$ cat config.mk
export PLATFORM = sky130hd
export DESIGN_NAME = witness_search_ctrl
export DESIGN_NICKNAME = d
export VERILOG_FILES = /design/src/rtl/witness_search_ctrl.sv
export SDC_FILE = /design/constraint.sdc
export NUM_CORES = 1
export LEC_CHECK = 0
export ABC_AREA = 1
export CORE_UTILIZATION = 43
export CTS_BUF_LIST = sky130_fd_sc_hd__clkbuf_4
export CTS_CLUSTER_SIZE = 14
export DETAILED_ROUTE_END_ITERATION = 8
export PLACE_DENSITY = 0.76
export SETUP_SLACK_MARGIN = 0.4
export SYNTH_ARGS = -nofsm -noshare
export SYNTH_HDL_FRONTEND = slang
export SYNTH_SLANG_ARGS = --single-unit
$ cat constraint.sdc
create_clock -name clk -period 1.3 [get_ports clk]
set_input_delay 0.39 -clock clk [delete_from_list [all_inputs] [get_ports clk]]
set_output_delay 0.39 -clock clk [all_outputs]
set_load 0.05 [all_outputs]
$ cat src/rtl/witness_search_ctrl.sv
// Enumerates existential candidates against a combinational check netlist and reports the first witness.
// Optional WSC_SAT_COUNT_EN: sweep the whole space and count satisfying candidates in sat_count.
module witness_search_ctrl #(
  parameter int N_UNIV  = 2,
  parameter int N_EXIST = 3,
  parameter int SETTLE  = 1
) (
  input  logic               clk,
  input  logic               rst,
  input  logic               start,
  input  logic [N_UNIV-1:0]  univ_in,
  output logic [N_UNIV-1:0]  univ_out,
  output logic [N_EXIST-1:0] cand_out,
  input  logic               spec_ok,
  output logic               busy,
  output logic               done,
  output logic               found,
  output logic [N_EXIST-1:0] witness,
`ifdef WSC_SAT_COUNT_EN
  output logic [N_EXIST:0]   sat_count,
`endif
  output logic [N_EXIST:0]   tries
);

  typedef enum logic [1:0] {IDLE, SETTLE_W, CHECK, FIN} state_t;

  localparam int CW = (SETTLE > 1) ? $clog2(SETTLE) : 1;
  localparam logic [CW-1:0] SET_LD = CW'((SETTLE > 0) ? SETTLE - 1 : 0);
  // With SETTLE=0 the settle state is skipped entirely.
  localparam state_t POST = (SETTLE > 0) ? SETTLE_W : CHECK;

  state_t             state_q;
  logic [CW-1:0]      cnt_q;
  logic [N_UNIV-1:0]  univ_q;
  logic [N_EXIST-1:0] cand_q, witness_q;
  logic [N_EXIST:0]   tries_q;
  logic               busy_q, done_q, found_q;
`ifdef WSC_SAT_COUNT_EN
  logic [N_EXIST:0]   sat_q;
`endif

  logic last_c;
  assign last_c = &cand_q;

  always_ff @(posedge clk) begin
    if (rst) begin
      state_q   <= IDLE;
      cnt_q     <= '0;
      univ_q    <= '0;
      cand_q    <= '0;
      witness_q <= '0;
      tries_q   <= '0;
      busy_q    <= 1'b0;
      done_q    <= 1'b0;
      found_q   <= 1'b0;
`ifdef WSC_SAT_COUNT_EN
      sat_q     <= '0;
`endif
    end else begin
      case (state_q)
        IDLE: begin
          if (start) begin
            univ_q    <= univ_in;
            cand_q    <= '0;
            tries_q   <= '0;
            found_q   <= 1'b0;
            witness_q <= '0;
`ifdef WSC_SAT_COUNT_EN
            sat_q     <= '0;
`endif
            cnt_q     <= SET_LD;
            busy_q    <= 1'b1;
            state_q   <= POST;
          end
        end
        SETTLE_W: begin
          if (cnt_q == '0) state_q <= CHECK;
          else             cnt_q   <= cnt_q - 1'b1;
        end
        CHECK: begin
          tries_q <= tries_q + 1'b1;
`ifdef WSC_SAT_COUNT_EN
          // Full sweep: count every hit, keep only the first as witness.
          if (spec_ok) begin
            sat_q <= sat_q + 1'b1;
            if (!found_q) begin
              found_q   <= 1'b1;
              witness_q <= cand_q;
            end
          end
          if (last_c) begin
            busy_q  <= 1'b0;
            done_q  <= 1'b1;
            state_q <= FIN;
          end else begin
            cand_q  <= cand_q + 1'b1;
            cnt_q   <= SET_LD;
            state_q <= POST;
          end
`else
          if (spec_ok) begin
            found_q   <= 1'b1;
            witness_q <= cand_q;
            busy_q    <= 1'b0;
            done_q    <= 1'b1;
            state_q   <= FIN;
          end else if (last_c) begin
            busy_q  <= 1'b0;
            done_q  <= 1'b1;
            state_q <= FIN;
          end else begin
            cand_q  <= cand_q + 1'b1;
            cnt_q   <= SET_LD;
            state_q <= POST;
          end
`endif
        end
        FIN: begin
          done_q  <= 1'b0;
          state_q <= IDLE;
        end
        default: state_q <= IDLE;
      endcase
    end
  end

  assign univ_out = univ_q;
  assign cand_out = cand_q;
  assign busy     = busy_q;
  assign done     = done_q;
  assign found    = found_q;
  assign witness  = witness_q;
  assign tries    = tries_q;
`ifdef WSC_SAT_COUNT_EN
  assign sat_count = sat_q;
`endif

endmodule

==> results of run 1 <==
[metrics by stage]
step | worst slack [ns] | utilization, % | TNS [ns]
after floorplan | 0.126 | - | 0
after global placement | -0.172 | 76.9 | -1.39
after detailed placement | -0.240 | 76.9 | -2.10
after CTS | 0.0876 | 97.0 | 0
[cells by family after synthesis]
kind of cell / Yosys count
and+or+nand+nor: 50
DFF: 17
AOI/OAI and AO/OA: 16
buffers and inverters: 16
adders and majority gates: 3
[repair_timing]
action                     CTS
buffers inserted            17
setup endpoints to repair   32
gates resized for setup     48
pin swaps                   13
gates cloned                 2
==> results.sh, run 1 <==
export IMPL_die_y_um=43.4
export IMPL_ys_seq_area_share_pct=46.1
export IMPL_synth_edff_count=0
export IMPL_place_congestion=0.805
export IMPL_start_util_pct=47.4
export IMPL_synth_area_leaders="dfxtp_1 (46%), nor2_1 (9.2%), nand2_1 (8.6%)"
export IMPL_ios=21
export IMPL_synthArstFlopShare_pct=0
export IMPL_die_w_um=43.4
export IMPL_synthesis_nets=111
export IMPL_root_buffer="clkbuf_4"
export IMPL_crit_endpoint="cand_out[2]$_SDFFE_PP0P_/D"
export IMPL_haltStage="global routing"
export IMPL_cts_hold_buffers_added=0
export IMPL_syn_cell_area_um2=738
export IMPL_numCtsBuffers=3
export IMPL_synth_compound_area_share_pct=10.8
export IMPL_ys_ff_latch=17
export IMPL_cts_htree_levels=1
export IMPL_avgSynthCellArea_um2=7.24
export IMPL_firstError="[ERROR DPL-0038] Utilization greater than 100%, impossible to legalize"
export IMPL_placementRows=14
export IMPL_netlist_area_leader_share_pct=46.1
export IMPL_place_area_mm2=0.00120
export IMPL_dp_cells=139
export IMPL_synth_top_family_by_area="simple AND/OR/NAND/NOR gates"
export IMPL_yosysMostFrequentCell="nor2_1"
export IMPL_yosysTopAreaCell="dfxtp_1"
export IMPL_port_buffers=20
export IMPL_worst_ep_kind="register input"
export IMPL_synth_mux_area_share_pct=0
export IMPL_synth_commonest_cells="nor2_1 (18), dfxtp_1 (17), nand2_1 (17), inv_1 (13), a21oi_1 (12)"
export IMPL_synth_cell_types=14
export IMPL_status="stopped before the end"
export IMPL_synthSimpleGateAreaFrac_pct=29.8
export IMPL_grt_max_degree=10
export IMPL_hpwl_um=1360
export IMPL_clk_path_buf_depth=2
export IMPL_synth_fa_ha_area_share_pct=5.08
export IMPL_ys_warnings_count=0
export IMPL_yosys_most_used_dff="dfxtp_1"
export IMPL_synthXorXnorAreaFrac_pct=0
export IMPL_postSynthCellCount=102
export IMPL_cts_sinks=17
==> run 2, diff against run 1 <==
- CORE_AREA: unset -> 2 2 63 65
- CORE_UTILIZATION: 43 -> unset
- CTS_BUF_LIST: sky130_fd_sc_hd__clkbuf_4 -> unset
- CTS_CLUSTER_SIZE: 14 -> unset
- DIE_AREA: unset -> 0 0 65 67
- PLACE_DENSITY: 0.76 -> unset
- PLACE_DENSITY_LB_ADDON: unset -> 0.15
- SETUP_SLACK_MARGIN: 0.4 -> unset
- clock period: 1.3 -> 1.7 ns (I/O delays scaled with it)
==> run 2 against run 1 <==
Against the previous run:
- the flow now finishes without violations
- synthesized area stayed put
- synthesized cell count stayed put
==> results.sh, run 2 <==
export IMPL_drtAntennaViolNets=0
export IMPL_area_delta_synth_final_pct=62.4
export IMPL_antenna_found_initial=0
export IMPL_ys_warnings_count=0
export IMPL_final_common_cell="nor2_1"
export IMPL_crit_path_end_kind="output pin"
export IMPL_port_buffers=20
export IMPL_drive_above_1_share_pct=20.6
export IMPL_avgSynthCellArea_um2=7.24
export IMPL_cts_htree_levels=1
export IMPL_place_congestion=0.712
export IMPL_cap_violations=0
export IMPL_synth_cell_types=14
export IMPL_status="finished, final reports clean"
export IMPL_drc=0
export IMPL_num_vias=703
export IMPL_irDropWorstVdd_v=0.000248
export IMPL_drtIter0Drc=11
export IMPL_p_per_area_mw_per_mm2=844
export IMPL_max_stage_delay_ns=0.48
export IMPL_post_cts_resized=0
export IMPL_yosysMostFrequentCell="nor2_1"
export IMPL_rsz0062_at_grt="false"
export IMPL_maxSlewViolCount=0
export IMPL_yosys_most_used_dff="dfxtp_1"
export IMPL_power_total_uw=1010
export IMPL_path_cells="buf_12"
export IMPL_yosysTopAreaCell="dfxtp_1"
export IMPL_wl_um=1720
export IMPL_tns_ns=0
export IMPL_final_nets=136
export IMPL_die_y_um=67
export IMPL_fmax_mhz=702
export IMPL_ios=21
export IMPL_finalHoldWorstSlack_ns=0.500
export IMPL_cp_top_family="flip-flops"
export IMPL_ys_ff_latch=17
export IMPL_startpoint_type="flop"
export IMPL_period_needed_ns=1.42
export IMPL_clk_latency_ns=0.25
export IMPL_crit_buf_inv=1
export IMPL_placementRows=22
export IMPL_worstMarginPinSlew_ns=0.282
export IMPL_root_buffer="clkbuf_8"
export IMPL_die_w_um=65
export IMPL_viasPerCell=4.04
export IMPL_first_pass_iters=4
export IMPL_hold_class="flop to flop"
export IMPL_hpwl_um=1320
export IMPL_multi_input_area_um2=338
export IMPL_arrival_ns=0.91
export IMPL_post_cts_setup_buffers=0
export IMPL_hold_viol=0
export IMPL_cts_tree="done"
export IMPL_cts_hold_buffers_added=0
export IMPL_worst_setup_path_type="flop to output pin"
export IMPL_most_common_layout_cells="nor2_1 (18), nand2_1 (17), dfxtp_1 (17)"
export IMPL_synthArstFlopShare_pct=0
export IMPL_grt_overflow_total=0
export IMPL_p_leak_uw=0.000490
export IMPL_clk_path_buf_depth=2
export IMPL_slowest_stage="dfxtp_1"
export IMPL_num_antenna_cells=0
export IMPL_core_area_mm2=0.00361
export IMPL_grt_usage_pct=8.80
export IMPL_fin_skew_ns=0.00423
export IMPL_ys_seq_area_share_pct=46.1
export IMPL_grt_max_degree=12
export IMPL_cp_required_ns=1.19
export IMPL_netlist_area_leader_share_pct=46.1
export IMPL_cts_clk_slew_worst_paths_ns=0.07
export IMPL_post_route_period_util_pct=83.8
export IMPL_die_area_mm2=0.00436
export IMPL_seq_area_um2=340
export IMPL_synthesis_nets=111
export IMPL_start_util_pct=20.5
export IMPL_grt_pass1_vias=687
export IMPL_synth_edff_count=0
export IMPL_slew_headroom_pct=81.2
export IMPL_setup_viol_count_final=0
export IMPL_wl_per_cell_um=9.88
export IMPL_numCtsBuffers=3
export IMPL_syn_cell_area_um2=738
export IMPL_grt_pass1_wl_um=2940
export IMPL_synth_area_leaders="dfxtp_1 (46%), nor2_1 (9.2%), nand2_1 (8.6%)"
export IMPL_fillers=383
export IMPL_postSynthCellCount=102
export IMPL_cts_sinks=17
export IMPL_critPathMaxFanout=6
export IMPL_largest_reg_flops=4
export IMPL_synth_commonest_cells="nor2_1 (18), dfxtp_1 (17), nand2_1 (17), inv_1 (13), a21oi_1 (12)"
==> run 2: stage by stage <==
stage	cell area [um2]	utilization, %	setup slack (ns)	std cells
3_5_place_dp	1150	32.0	0.0546	170
6_report	1200	33.2	0.275	174
2_1_floorplan	738	-	0.224	102
3_3_place_gp	1150	32.0	0.0849	170
5_1_grt	1200	33.2	0.210	174
4_1_cts	1200	33.2	0.278	174
==> run 2: where the power goes <==
group | switching [uW] | internal [uW]
Combinational | 145 | 112
Sequential | 28.5 | 423
Clock | 142 | 163
==> run 2: worst register-to-register path, delay by kind of cell, from the launching register on <==
kind / cells / cell delay [ns]
AND/OR/NAND/NOR: 3 / 0.43
adder cells (fa/ha/maj): 2 / 0.42
flip-flops: 1 / 0.37
AO/OA/AOI/OAI: 1 / 0.07
==> run 2: cells by family (layout without fill, tap and decap cells) <==
| group | Yosys count | after routing | share of synthesized area (%) |
|---|---|---|---|
| simple gates | 50 | 50 | 29.8 |
| flops | 17 | 17 | 46.1 |
| compound gates | 16 | 16 | 10.8 |
| buf+inv | 16 | 40 | 8.14 |
| fa+ha+maj | 3 | 3 | 5.09 |
==> run 2: final cells by class <==
cell class / count / share of cell area, %
clock buffers: 3 / 3.44
inverters: 15 / 4.70
multi-input cells: 69 / 28.2
well taps: 48 / 5.01
flip-flops and latches: 17 / 28.4
clock inverters: 1 / 0.418
repair buffers: 21 / 29.9
==> run 2: metal layers <==
metal  GRT usage [%]  vias up  wire length [um]  share of wire [%]
met2            13.9       17               775                 45
met3            2.20        0               115                6.7
met1            11.5      312               827                 48
met4            3.19        0                 0                  0
li1                -      374                 -                  -
met5               0        -                 0                  0
==> run 2: worst paths after layout <==
check | from | to | slack, ns | depth (start not counted)
min reg2reg | busy | busy | 0.50 | 2
min | busy | busy | 0.50 | 2
max reg2reg | cand_out[0] | cand_out[0] | 0.32 | 6
max | tries[0] | tries[0] | 0.28 | 1
(Power assumes the default switching activity.)
